==> config.mk <==
export PLATFORM = sky130hd
export DESIGN_NAME = mux4_rr_arbiter
export DESIGN_NICKNAME = d
export VERILOG_FILES = /design/src/rtl/mux_arb_pkg.sv /design/src/rtl/mux4_bus.sv /design/src/rtl/mux4_rr_arbiter.sv
export SDC_FILE = /design/constraint.sdc
export NUM_CORES = 1
export LEC_CHECK = 0
export ABC_AREA = 0
export CORE_MARGIN = 4
export CORE_UTILIZATION = 46
export DETAILED_ROUTE_END_ITERATION = 16
export GPL_ROUTABILITY_DRIVEN = 0
export PLACE_DENSITY = 0.85
export SYNTH_ARGS = -nofsm -noshare
export SYNTH_HDL_FRONTEND = slang
export SYNTH_HIERARCHICAL = 1
export SYNTH_SLANG_ARGS = --single-unit
==> constraint.sdc <==
create_clock -name clk -period 3 [get_ports clk]
set_input_delay 0.6 -clock clk [delete_from_list [all_inputs] [get_ports clk]]
set_output_delay 0.6 -clock clk [all_outputs]
set_load 0.05 [all_outputs]
==> src/rtl/mux_arb_pkg.sv <==
// Shared types and helpers for the four-way round-robin mux arbiter.
// Holds the requester count, select/counter widths and the pick function.
package mux_arb_pkg;

  localparam int NUM_REQ = 4;
  localparam int SEL_W   = 2;
  localparam int CNT_W   = 4;

  typedef struct packed {
    logic             found;
    logic [SEL_W-1:0] idx;
  } pick_t;

  function automatic logic [NUM_REQ-1:0] onehot(
    input logic [SEL_W-1:0] idx
  );
    onehot = '0;
    onehot[idx] = 1'b1;
  endfunction

  // Scan ptr+1, ptr+2, ptr+3, ptr; masked bits never win.
  function automatic pick_t rr_pick(
    input logic [NUM_REQ-1:0] req,
    input logic [SEL_W-1:0]   ptr,
    input logic [NUM_REQ-1:0] exclude
  );
    logic [SEL_W-1:0] i;
    rr_pick = '0;
    for (int k = 1; k <= NUM_REQ; k++) begin
      i = ptr + SEL_W'(k);
      if (!rr_pick.found && req[i] && !exclude[i]) begin
        rr_pick.found = 1'b1;
        rr_pick.idx   = i;
      end
    end
  endfunction

endpackage

==> src/rtl/mux4_bus.sv <==
// Plain WIDTH-bit 4:1 multiplexer used as the arbiter's shared data path.
// Purely combinational.
module mux4_bus
  import mux_arb_pkg::*;
#(
  parameter int WIDTH = 8
) (
  input  logic [WIDTH-1:0] d0,
  input  logic [WIDTH-1:0] d1,
  input  logic [WIDTH-1:0] d2,
  input  logic [WIDTH-1:0] d3,
  input  logic [SEL_W-1:0] sel,
  output logic [WIDTH-1:0] y
);

  always_comb begin
    y = d0;
    unique case (sel)
      2'd0: y = d0;
      2'd1: y = d1;
      2'd2: y = d2;
      2'd3: y = d3;
      default: y = d0;
    endcase
  end

endmodule

==> src/rtl/mux4_rr_arbiter.sv <==
// Round-robin arbiter over four requesters with bounded burst hold.
// Drives the mux select and one-hot grant, and registers the chosen beat.
module mux4_rr_arbiter
  import mux_arb_pkg::*;
#(
  parameter int WIDTH    = 8,
  parameter int MAX_HOLD = 4
) (
  input  logic               clk,
  input  logic               rst_n,
  input  logic [NUM_REQ-1:0] req,
  input  logic [WIDTH-1:0]   d0,
  input  logic [WIDTH-1:0]   d1,
  input  logic [WIDTH-1:0]   d2,
  input  logic [WIDTH-1:0]   d3,
  output logic [NUM_REQ-1:0] gnt,
  output logic [SEL_W-1:0]   sel,
  output logic [WIDTH-1:0]   dout,
  output logic               dvalid,
  output logic               busy
);

  localparam logic [CNT_W-1:0] CNT_MAX = CNT_W'(MAX_HOLD - 1);

  logic [SEL_W-1:0]   ptr;
  logic [CNT_W-1:0]   cnt;
  logic [WIDTH-1:0]   y;
  logic               owned;
  logic               beat;
  logic               others;
  logic               drop;
  logic               rel;
  logic               arb;
  logic [NUM_REQ-1:0] excl;
  pick_t              pick;

  mux4_bus #(
    .WIDTH (WIDTH)
  ) u_bus (
    .d0  (d0),
    .d1  (d1),
    .d2  (d2),
    .d3  (d3),
    .sel (sel),
    .y   (y)
  );

  always_comb begin
    owned  = |gnt;
    beat   = gnt[sel] & req[sel];
    others = |(req & ~onehot(sel));
    drop   = owned & ~req[sel];
    rel    = drop | (owned & (cnt == CNT_MAX) & others);
    arb    = ~owned | rel;
    excl   = drop ? onehot(sel) : '0;
    pick   = rr_pick(req, ptr, excl);
  end

  assign busy = |gnt;

  always_ff @(posedge clk or negedge rst_n) begin
    if (!rst_n) begin
      gnt    <= '0;
      sel    <= '0;
      ptr    <= 2'd3;
      cnt    <= '0;
      dout   <= '0;
      dvalid <= 1'b0;
    end else begin
      dvalid <= beat;
      if (beat) begin
        dout <= y;
      end
      if (arb) begin
        if (pick.found) begin
          gnt <= onehot(pick.idx);
          sel <= pick.idx;
          ptr <= pick.idx;
          cnt <= '0;
        end else begin
          gnt <= '0;
        end
      end else if (cnt != CNT_MAX) begin
        cnt <= cnt + 1'b1;
      end
    end
  end

endmodule

# Yosys cells after proc, flatten, opt, wreduce, memory -nomap -nowiden
# Index checks and enable logic that the tools add are counted.
totals:
  in_bits: 38
  reg_bits: 21
  output_inout_bits: 16
  elab_cells: 90
op_classes:
  bitwise: 10
  order_cmp: 8
  n_reduce_logical: 22
  mux: 34
  add_sub_neg: 4
  eq_ne: 6
op_table:
  columns: ["op", "n"]
  rows:
  - ["one-hot mux 8 bit (4 select lines)", 1]
  - ["binary-select mux 1 bit (select 2 bit)", 10]
  - ["two-way mux 4 bit", 5]
  - ["< comparator 2 x 3 -> 1 bit (second input constant)", 6]
  - ["two-way mux 1 bit", 12]
  - ["two-way mux 3 bit", 4]
  - ["logical AND 1 bit", 9]
  - ["OR reduction 4 bit", 2]
  - ["zero test 1 bit", 7]
  - ["adder 2 bit (second input constant)", 2]
  - ["adder 4 x 1 -> 4 bit (second input constant)", 1]
  - ["AND 1 bit", 4]
  - ["AND 4 bit", 1]
  - ["demux 1 bit (select 2 bit)", 2]
  - ["== test 2 bit (second input constant)", 2]
  - ["== test 4 x 2 -> 1 bit (second input constant)", 1]
  - ["greater-or-equal comparator 2 x 1 -> 1 bit (second input constant)", 2]
  - ["!= test 4 x 2 -> 1 bit (second input constant)", 1]
  - ["inverter 4 bit", 1]
  - ["AND reduction 2 bit", 2]
  - ["adder 2 x 1 -> 2 bit (second input constant)", 1]
  - ["== test 2 x 1 -> 1 bit (second input constant)", 1]
  - ["zero test 2 bit", 1]
  - ["!= test 2 x 1 -> 1 bit (second input constant)", 1]
  - ["other kinds (3)", 5]

# Longest topological paths before layout
depth:
  depth_word: 27
  mapped_depth: 7
  depth_no_buf: 5

# Cells and area by module
# Netlist, hierarchy kept.
by_module_without_submodules:
  columns: ["mod", "instances", "area_per_inst_um2", "cells_each", "seq_area_each_um2"]
  rows:
  - ["mux4_rr_arbiter", 1, 1101.1, 111, 528.0]
  - ["mux4_bus", 1, 196.4, 10, 0.0]

# Worst setup path before layout
# Ideal clock, no wire load.
synth_path:
  kind: "register -> register"
  startpoint: "reg gnt[1]"
  endpoint: "reg sel[0]"
  path_slack_ns: 0.694
  arrival_time_ns: 2.179
  n_path_buf: 0
  path_stages_with_launch: 6
  setup_ns: 0.128
  cell_sequence: "dfrtp_1 -> or4_1 -> nand2_4 -> a31oi_4 -> nor2_1 -> mux2_1"
synth_via:
  elab_chain_cells: 21
  word_cells_on_any_way: 35
synth_rtl:
  columns: ["element", "line_no", "source"]
  rows:
  - ["start, declared", "mux4_rr_arbiter.sv:16", "output logic [NUM_REQ-1:0] gnt,"]
  - ["start signal, assigned", "mux4_rr_arbiter.sv:76", "gnt <= onehot(pick.idx);"]
  - ["OR reduction 4 bit (*)", null, null]
  - ["net busy", "mux4_rr_arbiter.sv:20", "output logic busy"]
  - ["AND 1 bit", "mux4_rr_arbiter.sv:52", "drop = owned & ~req[sel];"]
  - ["two-way mux 4 bit", "mux4_rr_arbiter.sv:55", "excl = drop ? onehot(sel) : '0;"]
  - ["binary-select mux 1 bit (select 2 bit)", "mux_arb_pkg.sv:31", "if (!rr_pick.found && req[i] && !exclude[i]) begin"]
  - ["two-way mux 1 bit (implied by the code)", "mux_arb_pkg.sv:31", null]
  - ["zero test 1 bit", "mux_arb_pkg.sv:31", null]
  - ["logical AND 1 bit", "mux_arb_pkg.sv:31", null]
  - ["(+4 left out)", null, null]
  - ["two-way mux 3 bit", "mux_arb_pkg.sv:31", null]
  - ["zero test 1 bit", "mux_arb_pkg.sv:31", null]
  - ["logical AND 1 bit (2 in a row)", "mux_arb_pkg.sv:31", null]
  - ["two-way mux 3 bit", "mux_arb_pkg.sv:31", null]
  - ["zero test 1 bit", "mux_arb_pkg.sv:31", null]
  - ["logical AND 1 bit (2 in a row)", "mux_arb_pkg.sv:31", null]
  - ["two-way mux 3 bit", "mux_arb_pkg.sv:31", null]
  - ["AND reduction 2 bit (no line)", null, null]
  - ["end signal, assigned", "mux4_rr_arbiter.sv:77", "sel <= pick.idx;"]
  - ["end, declared", "mux4_rr_arbiter.sv:17", "output logic [SEL_W-1:0] sel,"]
# Mark *: on every way through the listed nets, which the timed path passes. The rest lies on a longest branch. The select of a mux whose other input is x is not followed.
# A chain may end at the register's enable or synchronous reset.

# Worst setup path after layout
layout_path:
  startpoint: "reg gnt[1]"
  endpoint: "out busy"
layout_via:
  elab_chain_cells: 1
layout_rtl:
  columns: ["element", "line_no", "source"]
  rows:
  - ["OR reduction 4 bit", "mux4_rr_arbiter.sv:59", "assign busy = |gnt;"]
  - ["end, declared", "mux4_rr_arbiter.sv:20", null]
# No other way between the ends.

==> results.sh <==
export IMPL_status="complete, no violations"
export IMPL_port_buffers=53
export IMPL_grt_overflow=0
export IMPL_routed_wl_microns=3357
export IMPL_grt_pass1_wl_microns=5064
export IMPL_fp_dieH_microns=61.11
export IMPL_crit_type="reg -> out"
export IMPL_vias_per_cell=5.728
export IMPL_drtPass1Iterations=4
export IMPL_clk_latency_ps=310
export IMPL_path_clk_slew_ps=120
export IMPL_path_max_fanout=4
export IMPL_yosysWarnings=6
export IMPL_synth_most_common_cell="nand2_1"
export IMPL_async_flop_share_pct=100.0
export IMPL_cts_resized_gates=0
export IMPL_max_slew_margin_pct=38.43
export IMPL_ys_seq_area_share_pct=40.69
export IMPL_grt_pass1_vias=1139
export IMPL_yosys_area_top_type="dfrtp_1"
export IMPL_rr_worst_depth=5
export IMPL_syn2layout_area_growth_pct=43.97
export IMPL_n_antenna_cell=0
export IMPL_worstMarginPinSlew_ps=920.7
export IMPL_coreArea_sq_um=2590
export IMPL_holdPathStages=2
export IMPL_final_nets=216
export IMPL_fin_util_pct=72.13
export IMPL_vdd_drop_max_mv=0.7408
export IMPL_avgSynthCellArea_sq_um=10.72
export IMPL_report_final_slew_viol_count=0
export IMPL_ant_nets=0
export IMPL_synth_area_sq_um=1297
export IMPL_start_util_pct=50.10
export IMPL_yosysUniqueCellTypes=37
export IMPL_cts_tree="yes"
export IMPL_fp_dieW_microns=61.11
export IMPL_dp_hpwl_microns=2682
export IMPL_wl_per_cell_microns=16.30
export IMPL_whs_endpoint="dout[2]"
export IMPL_hold_viol_final=0
export IMPL_critPathSlowestCell="clkdlybuf4s50_1"
export IMPL_grt_usage_pct=18.23
export IMPL_dr_first_iter_drc_count=36
export IMPL_slowest_delay_ps=740
export IMPL_synth_edf_count=0
export IMPL_rsz0062_at_grt="no"
export IMPL_power_mw=1.914
export IMPL_worst_path_buf_inv=1
export IMPL_worstPathArrival_ps=2070
export IMPL_ys_ff_latch=21
export IMPL_min_period_ps=2671
export IMPL_p_leak_nw=0.7897
export IMPL_synth_area_leaders="dfrtp_1 (37%), mux4_2 (16%), nand2_1 (9.5%), dfstp_2 (4.1%), buf_6 (2.6%)"
export IMPL_postSynthCellCount=121
export IMPL_crit_chain="or4_1, clkdlybuf4s50_1"
export IMPL_clkSinkCount=21
export IMPL_synthFlopType="dfrtp_1"
export IMPL_fmax_mhz=374.4
export IMPL_reg2reg_slack_ps=690
export IMPL_grt_max_degree=22
export IMPL_hold_class="reg -> reg"
export IMPL_start_kind="flip-flop"
export IMPL_syn_nets=160
export IMPL_drv_cap=0
export IMPL_root_buffer="clkbuf_4"
export IMPL_drive_above_1_share_pct=13.64
export IMPL_hold_slack_ps=488.1
export IMPL_dpl_cell_area_sq_um=1842
export IMPL_hold_start="dout[2]"
export IMPL_ctsHoldBuffers=0
export IMPL_synthTopCellsByCount="nand2_1 (33), dfrtp_1 (19), mux4_2 (9)"
export IMPL_end_kind="output port"
export IMPL_power_density_nw_per_um2=1025
export IMPL_htreeDepth=1
export IMPL_post_cts_buffers=0
export IMPL_worstPathRequired_ps=2400
export IMPL_stdcell_area_sq_um=1868
export IMPL_drc=0
export IMPL_r2r_start="sel[1]"
export IMPL_dieArea_sq_um=3734
export IMPL_crit_family="buffers and inverters"
export IMPL_setup_tns_ps=0
export IMPL_skew_ps=7.532
export IMPL_rows=18
export IMPL_r2r_end="sel[0]"
export IMPL_num_vias=1180
export IMPL_synthDominantCellAreaShare_pct=36.64
export IMPL_fillers=202
export IMPL_clockBufferDepth=2
export IMPL_setup_viol_count_final=0
export IMPL_pin_count=54
export IMPL_finalCritPeriodShare_pct=89.03
export IMPL_cts_buffers=3
export IMPL_antenna_found_initial=0
metrics by stage:
| stage | worst slack [ps] | instances |
|---|---|---|
| after CTS | 307.8 | 206 |
| final | 329.0 | 206 |
| after global placement | 385.2 | 202 |
| after detailed placement | 275.3 | 202 |
| after floorplan | 693.7 | 121 |
| after global routing | 259.3 | 206 |
layout by cell type, fill, tap and decap left out, drive strengths merged, types with 2 or more instances in the layout:
cell type	instances
o31ai	5
nand2b	3
mux2	2
clkbuf	4
clkdlybuf4s50	53
nor4	2
buf	2
dfrtp	19
nor2	3
nand2	35
a21o	2
nand3	2
nor3	3
mux4	10
inv	6
o21ai	5
a21oi	2
o22ai	2
dfstp	2
routing by layer:
layer  GRT usage, %  vias up  part of all wire (%)  wire, microns
li1               -      550                     -              -
met1          21.51      570                    38           1292
met2          33.69       57                    47           1575
met3          3.564        3                    14            463
met4          4.644        0                  0.74             25
met5              0        -                     0              0
flip-flops by register name, summed over array words and instances (netlist names):
register,flops
dout,8
dvalid,1
ptr,2
sel,2
cnt,4
gnt,4
logic make-up (layout without fill, tap and decap cells):
family	after synthesis	in the layout	synth area share, %
AND/OR/NAND/NOR	56	56	21.89
adder cells (fa/ha/maj)	1	1	0.9642
buffers and inverters	11	66	5.014
multiplexers	12	12	19.38
AO/OA/AOI/OAI	20	20	12.05
flip-flops	21	21	40.69
how the worst max path moves through the flow:
| stage | start | end | depth (start not counted) |
|---|---|---|---|
| detailed placement | req[0] | sel[0] | 6 |
| CTS | gnt[1] | busy | 2 |
| floorplan | gnt[1] | sel[0] | 5 |
| global placement | req[0] | sel[0] | 6 |
| global route | gnt[1] | busy | 2 |
| finish | gnt[1] | busy | 2 |
area by class of cell:
cell class                 instances  area, sq um  share of cell area, %
clock buffer                       4        26.28                  1.407
inverter                           7        26.28                  1.407
sequential                        21        528.0                  28.27
timing repair buffer              55        545.5                  29.20
multi-input combinational         89        704.4                  37.71
tap                               30        37.54                  2.009
worst register-to-register path: cells and delay by family (launching register included):
family           cells  cell delay, ps
multiplexers         2             980
flip-flops           1             770
AND/OR/NAND/NOR      2             360
AO/OA/AOI/OAI        1              80
report_power, final:
| part | leakage (nW) | internal (mW) | switching, mW |
|---|---|---|---|
| logic | 0.510 | 0.508 | 0.727 |
| registers | 0.265 | 0.413 | 0.127 |
| clock network | 0.0150 | 0.0519 | 0.0862 |
| total | 0.790 | 0.973 | 0.940 |
No activity file was read; power rests on OpenSTA's default activity.
